===== config.mk =====
export PLATFORM = sky130hd
export DESIGN_NAME = segment_address_unit
export DESIGN_NICKNAME = d
export VERILOG_FILES = /design/src/rtl/seg_pkg.sv /design/src/rtl/seg_phys_adder.sv /design/src/rtl/segment_address_unit.sv
export SDC_FILE = /design/constraint.sdc
export NUM_CORES = 1
export LEC_CHECK = 0
export CAP_MARGIN = 10
export CORE_MARGIN = 4
export CORE_UTILIZATION = 30
export DETAILED_ROUTE_END_ITERATION = 7
export GPL_TIMING_DRIVEN = 0
export SETUP_SLACK_MARGIN = 0.02
export SLEW_MARGIN = 0
export SYNTH_ARGS = -nofsm -noshare
export SYNTH_HDL_FRONTEND = slang
export SYNTH_HIERARCHICAL = 1
export SYNTH_SLANG_ARGS = --single-unit

===== constraint.sdc =====
create_clock -name CLK -period 4.6 [get_ports CLK]
set_clock_uncertainty 0.1 [all_clocks]
set_input_delay 0.46 -clock CLK [delete_from_list [all_inputs] [get_ports CLK]]
set_output_delay 0.46 -clock CLK [all_outputs]
set_load 0.02 [all_outputs]

===== src/rtl/seg_pkg.sv =====
// rtl/seg_pkg.sv - shared types and constants for the segment address unit
package seg_pkg;

  typedef enum logic [1:0] {
    SEG_CS = 2'd0,
    SEG_DS = 2'd1,
    SEG_ES = 2'd2,
    SEG_SS = 2'd3
  } seg_sel_t;

  typedef enum logic [1:0] {
    IDLE  = 2'd0,
    XFER0 = 2'd1,
    XFER1 = 2'd2
  } sau_state_t;

  localparam logic [1:0]  BE_LO    = 2'b01;
  localparam logic [1:0]  BE_HI    = 2'b10;
  localparam logic [1:0]  BE_WORD  = 2'b11;
  localparam logic [15:0] CS_RESET = 16'hF000;

endpackage


===== src/rtl/seg_phys_adder.sv =====
// rtl/seg_phys_adder.sv - combinational (seg<<4)+offset; OUT_W beyond the 20-bit window keeps the carry
module seg_phys_adder #(
  parameter int SEG_W = 16,
  parameter int OUT_W = 20
) (
  input  logic [SEG_W-1:0] seg,
  input  logic [SEG_W-1:0] offset,
  output logic [OUT_W-1:0] phys
);

  assign phys = OUT_W'({seg, 4'h0}) + OUT_W'(offset);

endmodule


===== src/rtl/segment_address_unit.sv =====
// rtl/segment_address_unit.sv - segment:offset to physical bus transfers, odd words split in two
// Optional SAU_A20_GATE_EN adds A20_GATE and keeps the adder carry as BUS_ADDR[ADDR_W].
module segment_address_unit
  import seg_pkg::*;
#(
  parameter int SEG_W  = 16,
  parameter int ADDR_W = 20
) (
  input  logic             CLK,
  input  logic             RST,
  input  logic [SEG_W-1:0] Q_CS,
  input  logic [SEG_W-1:0] Q_DS,
  input  logic [SEG_W-1:0] Q_ES,
  input  logic [SEG_W-1:0] Q_SS,
  input  logic             REQ_VALID,
  output logic             REQ_READY,
  input  logic [1:0]       REQ_SEG,
  input  logic             REQ_OVR,
  input  logic [1:0]       REQ_OVR_SEG,
  input  logic [SEG_W-1:0] REQ_OFFSET,
  input  logic             REQ_WORD,
  input  logic             REQ_WRITE,
`ifdef SAU_A20_GATE_EN
  input  logic             A20_GATE,
  output logic [ADDR_W:0]  BUS_ADDR,
`else
  output logic [ADDR_W-1:0] BUS_ADDR,
`endif
  output logic             BUS_VALID,
  input  logic             BUS_READY,
  output logic [1:0]       BUS_BE,
  output logic             BUS_WRITE,
  output logic             BUS_LAST
);

`ifdef SAU_A20_GATE_EN
  localparam int OUT_W = ADDR_W + 1;
`else
  localparam int OUT_W = ADDR_W;
`endif

  sau_state_t       state, state_nxt;
  logic             rdy_q;
  logic [SEG_W-1:0] seg_q, off_q, seg_pick, cur_off;
  logic             word_q, write_q;
  logic [OUT_W-1:0] phys, addr_calc;
  logic             accept;

  assign accept    = (state == IDLE) && REQ_VALID && rdy_q;
  assign REQ_READY = rdy_q;

  always_comb begin
    seg_pick = Q_CS;
    unique case (seg_sel_t'(REQ_OVR ? REQ_OVR_SEG : REQ_SEG))
      SEG_CS: seg_pick = Q_CS;
      SEG_DS: seg_pick = Q_DS;
      SEG_ES: seg_pick = Q_ES;
      SEG_SS: seg_pick = Q_SS;
    endcase
  end

  // Second half of a split word stays inside the segment (offset wraps mod 2^SEG_W).
  assign cur_off = (state == XFER1) ? off_q + SEG_W'(1) : off_q;

  seg_phys_adder #(.SEG_W(SEG_W), .OUT_W(OUT_W)) u_adder (
    .seg    (seg_q),
    .offset (cur_off),
    .phys   (phys)
  );

`ifdef SAU_A20_GATE_EN
  logic a20_q;
  assign addr_calc = a20_q ? phys : {1'b0, phys[ADDR_W-1:0]};
`else
  assign addr_calc = phys;
`endif

  always_ff @(posedge CLK or posedge RST) begin
    if (RST) begin
      state   <= IDLE;
      rdy_q   <= 1'b0;
      seg_q   <= SEG_W'(CS_RESET);
      off_q   <= '0;
      word_q  <= 1'b0;
      write_q <= 1'b0;
`ifdef SAU_A20_GATE_EN
      a20_q   <= 1'b0;
`endif
    end else begin
      state <= state_nxt;
      rdy_q <= (state_nxt == IDLE);
      if (accept) begin
        seg_q   <= seg_pick;
        off_q   <= REQ_OFFSET;
        word_q  <= REQ_WORD;
        write_q <= REQ_WRITE;
`ifdef SAU_A20_GATE_EN
        a20_q   <= A20_GATE;
`endif
      end
    end
  end

  always_comb begin
    state_nxt = state;
    BUS_VALID = 1'b0;
    BUS_ADDR  = '0;
    BUS_BE    = 2'b00;
    BUS_WRITE = 1'b0;
    BUS_LAST  = 1'b0;
    case (state)
      IDLE: begin
        if (accept) state_nxt = XFER0;
      end
      XFER0: begin
        BUS_VALID = 1'b1;
        BUS_ADDR  = addr_calc;
        BUS_WRITE = write_q;
        if (!word_q) begin
          BUS_BE   = off_q[0] ? BE_HI : BE_LO;
          BUS_LAST = 1'b1;
        end else if (off_q[0]) begin
          BUS_BE   = BE_HI;
          BUS_LAST = 1'b0;
        end else begin
          BUS_BE   = BE_WORD;
          BUS_LAST = 1'b1;
        end
        if (BUS_READY) state_nxt = BUS_LAST ? IDLE : XFER1;
      end
      XFER1: begin
        BUS_VALID = 1'b1;
        BUS_ADDR  = addr_calc;
        BUS_WRITE = write_q;
        BUS_BE    = BE_LO;
        BUS_LAST  = 1'b1;
        if (BUS_READY) state_nxt = IDLE;
      end
      default: state_nxt = IDLE;
    endcase
  end

endmodule

Yosys cells after proc, flatten, opt, wreduce, memory -nomap -nowiden
Index checks and enable logic that the tools add are counted.
{"block": "totals", "reg_bits": 37, "latchBits": 0, "mem_bits_rw": 0, "rom_bits": 0, "inputBits": 91, "word_cells": 38, "n_memories": 0}
{"block": "classes", "add_sub_neg": 2, "n_mul": 0, "div_mod_pow": 0, "n_lt_le_gt_ge": 0, "n_eq_ne": 5, "n_shift": 0, "muxes": 19, "bitwise": 0, "reduce_logical": 6}
{"operator": "$pmux W16 S4", "count": 1}
{"operator": "$add A20 B16 Y20", "count": 1}
{"operator": "$mux W20", "count": 1}
{"operator": "$add A16 B1 Y16 const B", "count": 1}
{"operator": "$mux W16", "count": 1}
{"operator": "$mux W2", "count": 7}
{"operator": "$eq A2 B2 Y1 const B", "count": 3}
{"operator": "$logic_not A2 Y1", "count": 3}
{"operator": "$mux W1", "count": 6}
{"operator": "$pmux W2 S3", "count": 1}
{"operator": "$eq A2 B1 Y1 const B", "count": 2}
{"operator": "$pmux W2 S2", "count": 1}
{"operator": "$logic_and A1 B1 Y1", "count": 2}
{"operator": "$pmux W1 S2", "count": 1}
{"operator": "$reduce_or A2 Y1", "count": 1}

Depth between registers and ports, before layout
Gate-level depths: netlist of the first run.
{"block": "depth", "depth_word": 7, "depth_mapped": 15, "mapped_depth_nobuf": 12}

Cells and area by module
Netlist of the first run, hierarchy kept.
{"module": "segment_address_unit", "n_inst": 1, "cells_per_inst": 263, "area_per_inst_um2": 2412.3}
{"module": "seg_phys_adder", "n_inst": 1, "cells_per_inst": 108, "area_per_inst_um2": 820.8}

Least setup slack after synthesis of the first run
Ideal clock, no wire load.
{"block": "synth_timing", "path_type": "register to output", "start": "reg state[0]", "end": "out BUS_ADDR[14]", "t_arrival_ps": 2946, "t_required_ps": 4040, "slack_ps": 1094, "path_stages_with_launch": 15, "cell_sequence": "dfrtp_1 -> inv_1 -> ha_1 -> buf_2 -> and4_1 -> clkbuf_1 -> nand3_1 -> nor2_1 -> xor2_1 -> ha_1 -> and3_2 -> a221oi_4 -> o21ai_0 -> xor2_1 -> and2_1"}
{"block": "synth_between", "elab_chain_len": 4, "word_cells_on_any_way": 6, "classes_between": "1 x add/sub; 2 x eq/ne; 2 x mux; 1 x reduce/logical"}
{"item": "start: declaration", "line": "segment_address_unit.sv:42", "source": "sau_state_t state, state_nxt;"}
{"item": "start signal: assignment", "line": "segment_address_unit.sv:90", "source": "state <= state_nxt;"}
{"item": "$eq A2 B2 Y1", "line": "segment_address_unit.sv:63", "source": "assign cur_off = (state == XFER1) ? off_q + SEG_W'(1) : off_q;"}
{"item": "$mux W16", "line": "segment_address_unit.sv:63"}
{"item": "via cur_off[9]", "line": "segment_address_unit.sv:44", "source": "logic [SEG_W-1:0] seg_q, off_q, seg_pick, cur_off;"}
{"item": "$add A20 B16 Y20", "line": "seg_phys_adder.sv:11", "source": "assign phys = OUT_W'({seg, 4'h0}) + OUT_W'(offset);"}
{"item": "via addr_calc[14]", "line": "segment_address_unit.sv:46", "source": "logic [OUT_W-1:0] phys, addr_calc;"}
{"item": "$mux W20", "line": "segment_address_unit.sv:111", "source": "case (state)"}
{"item": "end: declaration", "line": "segment_address_unit.sv:27", "source": "output logic [ADDR_W-1:0] BUS_ADDR,"}
The timed path passes the listed nets, and every way through them passes these cells.

Worst setup path in the final report of the first run
{"block": "layout_timing", "start": "reg state[0]", "end": "out BUS_ADDR[13]"}
The elaborated chain is that of the path after synthesis.

==> reports/qor.csv, run 1 <==
stage,metric,value,unit
sta,fin_crit_sh,93.5,%
grt,grt_max_degree,38,
sta,setup_ws,0.297,ns
routing,detail-route-antenna-nets,0,
setup_path,crit_fanout,8,
grt,grt_pass1_wl,15.4,mm
synth,ys_warn_count,6,
die,core.rowCount,37,
sta,rsz0062_at_grt,false,
setup_path,cp-end-kind,output pin,
routing,drc,0,
clock_tree,cts_buffers,5,
sta,max-slew-margin-rel,48.8,%
sta,slew_viol_final,0,
routing,wl,9.08,mm
clock_tree,cts_max_level,2,
routing,drt-wirelength-per-cell,14.3,µm
setup_path,critPathArrivalTime,3.74,ns
die,ioPinCount,117,
setup_path,start_kind,flop,
routing,vias_per_cell,4.96,
placement,placed_cells,623,
layout,final_util,45.3,%
sta,hold_viol,0,
layout,area_growth,45.9,%
layout,final_cell_count_no_fill,633,
grt,grt_use_total,14.6,%
synth,yosysUniqueCellTypes,53,
die,start_util,31.0,%
placement,globalplace.congestion,0.786,
layout,seqCellArea,931,µm²
sta,setup_viol_count_final,0,
die,dieArea,12500,µm²
setup_path,path_cells,"inv_1, ha_1, buf_2, and4_2, nand3_1, xnor2_1, ha_1, o211ai_1, o21ai_0, a211oi_2, xnor2_1, and2_1, clkdlybuf4s50_1",
outcome,status,finished clean,
grt,grt_antenna_before_repair,0,
synth,ys_seq_area_share,28.8,%
routing,drt_iter0_markers,134,
hold_path,holdCritPathClass,reg2reg,
synth,synth_edf_count,0,
placement,pre_cts_ws,0.171,ns
grt,grt_pass1_vias,3306,
layout,final_cell_mix,"clkdlybuf4s50_1 (108), nand2_1 (68), dfrtp_1 (33), and2_1 (23)",
sta,tightestPinTransition,0.767,ns
setup_path,crit_slowest_cell,clkdlybuf4s50_1,
layout,final_nets,605,
die,die_w,112,µm
power,p_leak,2.11,nW
synth,yosys_most_used_dff,dfrtp_1,
sta,setup-tns-final,0,ns
die,die_h,112,µm
synth,synth_area,3230,µm²
die,core_area,10400,µm²
layout,multi_input_area,2140,µm²
clock_tree,clk_pin_slew,0.07,ns
clock_tree,ctsLongestPathBuffers,2,
setup_path,worstSetupPathType,reg2out,
power,total_power,3.13,mW
sta,period_minus_slack,4.30,ns
layout,drive_above_1_share,11.1,%
routing,drt_pass1_iterations,4,
clock_tree,cts.sinks,37,
grt,grt.overflow.total,0,
layout,layout_commonest_cell,clkdlybuf4s50_1,
layout,diodes,0,
routing,vias,3142,
clock_tree,clock_latency,0.29,ns
clock_tree,cts_root_buf,clkbuf_8,
clock_tree,cts_tree,built,
power,ir_drop,376,µV
setup_path,max_stage_delay,0.60,ns
synth,synth-seq-cells,37,
placement,hpwl,7.56,mm
clock_tree,cts.hold.buffers_added,0,
placement,port-buffer-count,116,
synth,synth-async-reset-ratio,100,%
flow_run,max-cap-violations,0,
sta,max_freq,232,MHz
synth,syn_avg_cell_area,8.71,µm²
layout,fillers,1047,
synth,synthCells,371,
setup_path,critPathRequiredTime,4.04,ns
synth,synthesis.nets,480,
power,power.density,664,nW/µm²
-- path summary, 6_finish.rpt --
check	start	end	slack (ns)	cells past startpoint
setup / recovery	state[0]	BUS_ADDR[13]	0.30	13
setup reg to reg	state[1]	seg_q[6]	2.40	9
min in group asynchronous	RST	state[1]	0.54	2
max in group asynchronous	RST	seg_q[10]	3.37	2
hold / removal	write_q	write_q	0.37	2
hold reg to reg	write_q	write_q	0.37	2
-- metrics by stage --
stage               hold WS, ns  area (µm²)
finish                    0.369        4720
detailed placement        0.354        4560
floorplan                 0.337        3230
global route              0.409        4720
CTS                       0.373        4660
global placement          0.353        4560
-- logic make-up (layout without fill, tap and decap cells) --
group	after synthesis	after routing	synth area share [%]
mux	19	19	6.42
fa+ha+maj	18	18	7.20
compound gates	90	90	22.7
xor+xnor	24	24	6.50
simple gates	149	149	22.3
flops	37	37	28.8
buf+inv	34	160	6.08
-- power breakdown --
| group | internal [mW] | total, mW | switching, mW |
|---|---|---|---|
| logic | 1.08 | 2.24 | 1.16 |
| clock network | 0.105 | 0.227 | 0.122 |
| registers | 0.492 | 0.667 | 0.174 |
-- synth_stat cells (3+ instances only) --
cell type,count,share of area (%)
mux2i_1,16,5.0
and3_1,5,0.97
dfrtp_1,33,26
a21o_1,5,1.2
a22oi_1,6,1.4
a2bb2oi_1,16,4.3
xor2_1,11,3.0
and2_1,23,4.5
buf_6,4,1.4
nand4_1,8,1.5
nand2b_1,3,0.58
buf_2,3,0.46
buf_4,5,1.2
a22oi_2,10,3.9
nand2_1,68,7.9
nor2b_1,3,0.58
nand3_1,14,2.2
xnor2_1,13,3.5
dfstp_2,4,3.3
clkbuf_1,12,1.4
o21ai_1,16,2.5
o21ai_0,3,0.46
or3_1,3,0.58
inv_1,8,0.93
a21oi_1,12,1.9
o211ai_1,3,0.70
nor2_1,13,1.5
ha_1,17,6.6
-- sequential cells by signal, summed over array words and instances (netlist names) --
register	flops
off_q	16
seg_q	16
state	2
REQ_READY	1
word_q	1
write_q	1
-- per-layer routing --
layer / track usage [%] / vias up / share of wire [%]
li1: - / 1581 / -
met1: 17.8 / 1460 / 42
met2: 25.8 / 94 / 49
met3: 3.70 / 7 / 7.4
met4: 3.57 / 0 / 1.0
met5: 0 / - / 0
-- cell type report --
type | count | area share (%)
sequential | 37 | 19.7
timing repair buffer | 119 | 25.4
tap | 136 | 3.61
clock buffer | 5 | 1.46
buffer | 25 | 3.45
clock inverter | 3 | 0.371
inverter | 8 | 0.637
multi-input combinational | 300 | 45.3
-- worst max-delay path, delay by kind of cell (launching register included) --
family	cells	cell delay, ns
DFF	1	0.42
AOI/OAI and AO/OA	3	0.66
xor gates and xnor gates	2	0.38
adders and majority gates	2	0.50
buffers and inverters	3	0.88
and+or+nand+nor	3	0.63
-- repair_timing --
| action | CTS | global route |
|---|---|---|
| pin swaps | 2 | 1 |
| setup endpoints to repair | 6 | 10 |
| resized for setup | 2 | 14 |
| setup buffers | 2 | 1 |
No activity file was read; power rests on OpenSTA's default activity.
==> run 2: changes to the inputs <==
RECOVER_POWER = 50   (was unset)
SLEW_MARGIN = 20   (was 0)
==> reports/qor.csv, run 2 (synthesized netlist as in run 1, its figures left out) <==
stage,metric,value,unit,change
die,core_area,10400,µm²,unchanged
power,ir_drop,481,µV,was 376 µV
placement,hpwl,7.63,mm,was 7.56 mm
clock_tree,cts_root_buf,clkbuf_8,,unchanged
grt,grt_max_degree,22,,was 38
clock_tree,cts.sinks,37,,unchanged
clock_tree,cts_tree,built,,unchanged
sta,setup-tns-final,0,ns,unchanged
outcome,status,finished clean,,unchanged
clock_tree,cts_max_level,2,,unchanged
clock_tree,clk_pin_slew,0.08,ns,was 0.07 ns
die,ioPinCount,117,,unchanged
setup_path,crit_fanout,8,,unchanged
sta,tightestPinTransition,1.14,ns,was 0.767 ns
layout,final_nets,606,,was 605
grt,grt.overflow.total,0,,unchanged
power,power.density,663,nW/µm²,was 664 nW/µm²
setup_path,start_kind,flop,,unchanged
die,dieArea,12500,µm²,unchanged
setup_path,worstSetupPathType,reg2out,,unchanged
sta,fin_crit_sh,92.8,%,was 93.5%
clock_tree,ctsLongestPathBuffers,2,,unchanged
layout,top_regs,"off_q x16, seg_q x16, state x2",,unchanged
flow_run,max-cap-violations,0,,unchanged
grt,grt_use_total,14.7,%,was 14.6%
grt,grt_antenna_before_repair,0,,unchanged
routing,drt_iter0_markers,129,,was 134
routing,detail-route-antenna-nets,0,,unchanged
clock_tree,cts_buffers,5,,unchanged
sta,max_freq,234,MHz,was 232 MHz
sta,hold_viol,0,,unchanged
die,core.rowCount,37,,unchanged
die,die_h,112,µm,unchanged
layout,layout_commonest_cell,clkdlybuf4s50_1,,unchanged
routing,drt-wirelength-per-cell,14.5,µm,was 14.3 µm
clock_tree,clock_latency,0.29,ns,about the same
grt,grt_pass1_vias,3300,,"was 3,306"
layout,final_cell_mix,"clkdlybuf4s50_1 (105), nand2_1 (68), dfrtp_1 (33), and2_1 (23)",,"was clkdlybuf4s50_1 (108), nand2_1 (68), dfrtp_1 (33), and2_1 (23)"
layout,final_util,45.2,%,was 45.3%
sta,max-slew-margin-rel,24.1,%,was 48.8%
setup_path,cp-end-kind,output pin,,unchanged
hold_path,holdCritPathClass,reg2reg,,unchanged
layout,area_growth,45.7,%,was 45.9%
setup_path,critPathArrivalTime,3.71,ns,was 3.74 ns
routing,drt_pass1_iterations,4,,unchanged
routing,wl,9.20,mm,was 9.08 mm
power,p_leak,2.14,nW,was 2.11 nW
routing,drc,0,,unchanged
layout,diodes,0,,unchanged
sta,slew_viol_final,0,,unchanged
routing,vias,3141,,"was 3,142"
sta,rsz0062_at_grt,false,,unchanged
sta,setup_viol_count_final,0,,unchanged
die,die_w,112,µm,unchanged
sta,period_minus_slack,4.27,ns,was 4.30 ns
layout,drive_above_1_share,10.4,%,was 11.1%
placement,globalplace.congestion,0.786,,unchanged
routing,vias_per_cell,4.95,,was 4.96
setup_path,critPathRequiredTime,4.04,ns,about the same
placement,port-buffer-count,116,,unchanged
die,start_util,31.0,%,unchanged
grt,grt_pass1_wl,15.4,mm,about the same
-- run 2: worst paths after layout --
kind                          start      endpoint  slack (ns)  cells after the start
max                        state[0]  BUS_ADDR[11]        0.33                     13
min                         write_q       write_q        0.37                      2
max reg2reg                state[1]      seg_q[6]        2.39                      9
min reg2reg                 write_q       write_q        0.37                      2
max in group asynchronous       RST     seg_q[10]        2.35                      3
min in group asynchronous       RST      off_q[8]        0.59                      2
-- run 2: per-stage QoR --
| stage | cell area [µm²] | total power, mW | hold slack [ns] | std cells | setup slack (ns) |
|---|---|---|---|---|---|
| floorplan | 3230 | 2.11 | 0.337 | 371 | 1.09 |
| global placement | 4560 | 2.86 | 0.353 | 623 | 0.225 |
| detailed placement | 4590 | 2.90 | 0.354 | 624 | 0.146 |
| CTS | 4700 | 3.16 | 0.373 | 634 | 0.0361 |
| global route | 4710 | 3.40 | 0.409 | 634 | 0.0249 |
| finish | 4710 | 3.12 | 0.367 | 634 | 0.331 |
-- run 2: where the power goes --
| group | internal (mW) | total [mW] | switching, mW |
|---|---|---|---|
| Combinational | 1.06 | 2.23 | 1.17 |
| Clock | 0.105 | 0.230 | 0.125 |
| Sequential | 0.492 | 0.664 | 0.172 |
-- run 2: area by class of cell --
cell class / count / area (µm²)
buffer: 25 / 163
clock inverter: 3 / 17.5
tap: 136 / 170
inverter: 8 / 30.0
timing repair buffer: 120 / 1210
sequential: 37 / 931
fill: 1044 / 5700
clock buffer: 5 / 68.8
multi-input combinational: 300 / 2120
-- run 2: timing repair --
item                       4_1_cts  5_1_grt
gates resized for setup          2       12
setup buffers                    3        0
setup endpoints to repair        7       10
pin swaps                        2        2
hold buffers                     0        0
cloned                           0        0
-- run 2: routing by layer --
layer / track usage (%) / vias up / part of all wire, %
met5: 0 / - / 0
met3: 3.53 / 10 / 6.4
met4: 3.57 / 0 / 1.4
li1: - / 1580 / -
met2: 26.3 / 92 / 49
met1: 17.7 / 1459 / 43
-- run 2: worst max-delay path: stages, from the launching register on --
cell	delay (ns)
dfrtp_1	0.42
inv_1	0.10
ha_1	0.14
buf_2	0.17
and4_2	0.30
nand3_1	0.16
xnor2_1	0.17
ha_1	0.36
o211ai_1	0.12
o21ai_0	0.38
a31oi_1	0.16
xnor2_1	0.17
and2_1	0.14
clkdlybuf4s50_1	0.59
==> RTL change 1, RTL diff (flow settings as in run 1) <==
The 3 states of `sau_state_t` get a one-hot encoding in 3 bits.
--- a/src/rtl/seg_pkg.sv
+++ b/src/rtl/seg_pkg.sv
@@ -10,6 +10,6 @@
 
-  typedef enum logic [1:0] {
-    IDLE  = 2'd0,
-    XFER0 = 2'd1,
-    XFER1 = 2'd2
+  typedef enum logic [2:0] {
+    IDLE  = 3'b001,
+    XFER0 = 3'b010,
+    XFER1 = 3'b100
   } sau_state_t;
Check against the original RTL: no difference found for any inputs over 4 cycles, from zero or initial values and one cycle with RST high; so few cycles prove little.
==> RTL change 1 against run 1 <==
  * Synthesized cell count decreased by 10%
  * Sequential cell count grew 1
  * Routed wire length shrank 0.17%
  * Sequential share of layout area increased by 1.0 points
  * Setup slack got worse by 0.080 ns
  * Power decreased by 8.2%
  * Highest routed layer unchanged
  * Die area down 2.4%
  * Cell area fell by 2.0%
  * Largest power group unchanged
  * Area after synthesis down 2.6%
==> RTL change 1: results (changes against run 1) <==
pwr:
  p_leak_nw: 1.87  # -11%
  p_int_mw: 1.60  # -4.2%
  ir_worst_vdd_v: 0.000230  # -39%
placement:
  post-dp-hpwl_mm: 7.52  # -0.61%
timing:
  hold_ws_ns: 0.403  # +0.0335 ns
  worst_pin_slew_ns: 0.783  # +0.0167 ns
finish:
  reg_top3: "off_q: 16 flops, seg_q: 16 flops, state: 3 flops"
  drive_gt1_frac: 0.156  # +0.0448
  fin_nets: 567  # -6.3%
grt:
  grtUsageMet2: 0.245  # -0.0130
  first_global_vias: 3068  # -7.2%
  grt_pass1_wl_mm: 14.9  # -3.5%
  grtUsageMet3: 0.0334  # -0.00353
  met1_usage: 0.187  # +0.00894
critical_path:
  crit_arrival_ns: 3.82  # +0.08 ns
  reg2reg_to: "off_q[0]"
  startpoint: "state[0]"
  r2r_start: "state[0]"
  crit_path_max_fanout: 9  # +1
logic_synthesis:
  synthTopCellsByCount: "dfrtp_1 (33), nor2_1 (26), and2_1 (22)"
  yosysSeqAreaShare: 0.304  # +0.0161
  synth_area_leaders: "dfrtp_1 (26%), mux2_2 (6.8%), mux2i_1 (5.4%)"
  synth_nets: 439  # -8.5%
min_path:
  hold_depth: 1  # -1
drt:
  dr_wl_met2_mm: 4.22  # -5.4%
  drtIter0Drc: 71  # -47%
run_status:
  status: "complete, no violations"
[RTL change 1: final cells by class]
class / instances / area share
sequential: 38 / 0.207
timing repair buffer: 121 / 0.261
inverter: 7 / 0.00569
clock buffer: 6 / 0.0179
tap: 136 / 0.0368
clock inverter: 2 / 0.00271
buffer: 21 / 0.0276
multi-input combinational: 268 / 0.441
[RTL change 1: stage by stage]
step | cells | total power, mW | cell area (sq um)
final | 599 | 2.88 | 4620
after global routing | 599 | 3.15 | 4620
after CTS | 594 | 2.82 | 4570
after detailed placement | 586 | 2.58 | 4480
after global placement | 586 | 2.55 | 4480
after floorplan | 334 | 2.07 | 3150
[RTL change 1: repair_timing]
item | in CTS | in global routing
gates resized for setup | 0 | 4
endpoints found under the setup margin | 0 | 5
setup buffers | 0 | 5
[RTL change 1: power by group through the flow]
stage	logic [mW]	clock network [mW]	registers [mW]
finish	1.94	0.238	0.697
global route	2.17	0.260	0.723
CTS	1.88	0.245	0.694
detailed placement	1.88	0	0.701
global placement	1.85	0	0.693
floorplan	1.44	0	0.639
[RTL change 1: kinds of logic (layout without fill, tap and decap cells)]
kind of cell | count (synthesis) | in the layout | share of synthesized area
AO/OA/AOI/OAI | 82 | 82 | 0.205
flip-flops | 38 | 38 | 0.304
multiplexers | 36 | 36 | 0.122
XOR/XNOR | 23 | 23 | 0.0640
adder cells (fa/ha/maj) | 14 | 14 | 0.0580
AND/OR/NAND/NOR | 113 | 113 | 0.198
buffers and inverters | 28 | 157 | 0.0489
[RTL change 1: how the worst max path moves through the flow]
stage,end,slack [ns]
after floorplan,BUS_ADDR[14],1.13
after global placement,BUS_ADDR[14],0.41
after detailed placement,BUS_ADDR[14],0.38
after CTS,BUS_ADDR[14],0.04
after global routing,BUS_ADDR[12],0.04
final,BUS_ADDR[12],0.22
==> RTL change 2, RTL diff (settings of run 1) <==
Without the edit above. Add a define of `SAU_A20_GATE_EN`.
--- a/src/rtl/segment_address_unit.sv
+++ b/src/rtl/segment_address_unit.sv
@@ -2,2 +2,4 @@
 // Optional SAU_A20_GATE_EN adds A20_GATE and keeps the adder carry as BUS_ADDR[ADDR_W].
+`define SAU_A20_GATE_EN
+
 module segment_address_unit
Ports: changed (added A20_GATE; resized BUS_ADDR); port bits go from 117 to 119. No check against the original RTL was run, so the function may have changed too.
==> RTL change 2 against run 1 <==
  * Cell area fell by 1.8%
  * Core utilization fell by 0.22 points
  * Combinational power rose by 3%
  * Power rose by 3.1%
  * Die area fell by 2.0%
  * Critical path type unchanged
  * Critical path depth rose by 1
  * Largest power group unchanged
  * Setup slack got worse by 0.042 ns
  * Routed wire length rose by 12%
  * Non-clock buffer count fell by 5
  * Area after synthesis fell by 2.1%
  * Sequential cell count rose by 1
  * Clock power rose by 4%
==> RTL change 2: results (changes against run 1) <==
finish:
  multi_input_cells: 293  # -2.3%
  n_all_buffers: 139  # -3.5%
  nFillCells: 1023  # -2.3%
  inv_count: 6  # -2
  clk_share: 0.0178  # -0.000474
  multi_input_area_sq_mm: 0.00208  # -2.8%
  seq_share: 0.206  # +0.00903
  fin_nets: 593  # -2.0%
  clock_buffers: 6  # +1
  instances_no_fill: 620  # -2.1%
  n_antenna_cell: 0  # unchanged
  buf_share: 0.286  # -0.00307
  final_util: 0.451  # -0.00216
  multi_input_area_share: 0.448  # -0.00464
  drive_gt1_frac: 0.124  # +0.0133
drt:
  drt_pre_antenna_iters: 6  # +2
  dr_wl_met2_mm: 4.96  # +11%
  wl_per_cell_um: 16.4  # +14%
  m1WireLength_mm: 4.58  # +19%
  drtIter0Drc: 106  # -21%
  top_layer_used: "met4"
  wl_met3_um: 549  # -18%
  avgViaCountPerCell: 4.95  # -0.28%
logic_synthesis:
  synth.distinct_cells: 55  # +3.8%
  yosysSeqAreaShare: 0.302  # +0.0142
  synth_nets: 467  # -2.7%
  synth_area_leaders: "dfrtp_1 (27%), nand2_1 (8.5%), ha_1 (6.7%)"
  syn_area_per_cell_sq_um: 8.86  # +1.7%
  synthTopCellsByCount: "nand2_1 (72), dfrtp_1 (34), and2_1 (22)"
timing:
  worst_pin_slew_ns: 0.831  # +0.0647 ns
grt:
  first_global_vias: 3222  # -2.5%
  grtUsageMet2: 0.282  # +0.0238
  met1_usage: 0.211  # +0.0329
  grt_max_degree: 39  # +2.6%
  grt_usage: 0.164  # +0.0174
  antenna_found_initial: 0  # unchanged
  grtUsageMet3: 0.0404  # +0.00344
  grt_pass1_wl_mm: 16.5  # +7.0%
cts:
  cts_buffers: 5  # unchanged
  numClockSinks: 38  # +2.7%
  cts-htree-levels: 2  # unchanged
  cts_setup_buffers: 1  # -1
  path_clk_slew_ns: 0.08
  cts_resized: 7  # +5
critical_path:
  critPathMaxStageDelay_ns: 0.59
  crit_arrival_ns: 3.79  # +0.05 ns
pwr:
  swShare: 0.466  # +0.000618
  p_leak_nw: 2.07  # -1.8%
  pg_seq_uw: 693  # +3.9%
  ir_worst_vdd_v: 0.000342  # -8.9%
  p_int_mw: 1.72  # +3.0%
  power_frac_comb: 0.713  # -0.002
placement:
  dp.cells: 610  # -2.1%
  gp_congestion: 0.856  # +8.9%
  io_buffers: 117  # +0.86%
  place_area_sq_mm: 0.00451  # -1.3%
  post-dp-hpwl_mm: 8.11  # +7.3%
  preCtsSetupSlack_ns: 0.261  # +0.0903 ns
run_status:
  status: "complete, no violations"
[RTL change 2: cell types whose count changed after synthesis, sizes merged, moves of 7 or more]
cell and delta:
a2bb2oi -16, o21ai -16, o22ai +21, a22oi -15, a221oi +9, mux2i -7
[RTL change 2: cells by family after synthesis]
kind of cell             after synthesis  synth area share
AO/OA/AOI/OAI                         72             0.187
XOR/XNOR                              29            0.0803
adder cells (fa/ha/maj)               18            0.0735
buffers and inverters                 26            0.0502
flip-flops                            38             0.302
multiplexers                          19            0.0720
AND/OR/NAND/NOR                      155             0.235
[RTL change 2: path summary, 6_finish.rpt]
path / endpoint / depth (start not counted) / from / slack (ns)
worst max-delay path: BUS_ADDR[10] / 14 / state[0] / 0.25
worst min register to register: write_q / 2 / write_q / 0.39
min in group asynchronous: off_q[1] / 2 / RST / 0.55
worst max register to register: seg_q[6] / 7 / state[0] / 2.60
max in group asynchronous: seg_q[6] / 2 / RST / 3.32
worst min-delay path: write_q / 2 / write_q / 0.39
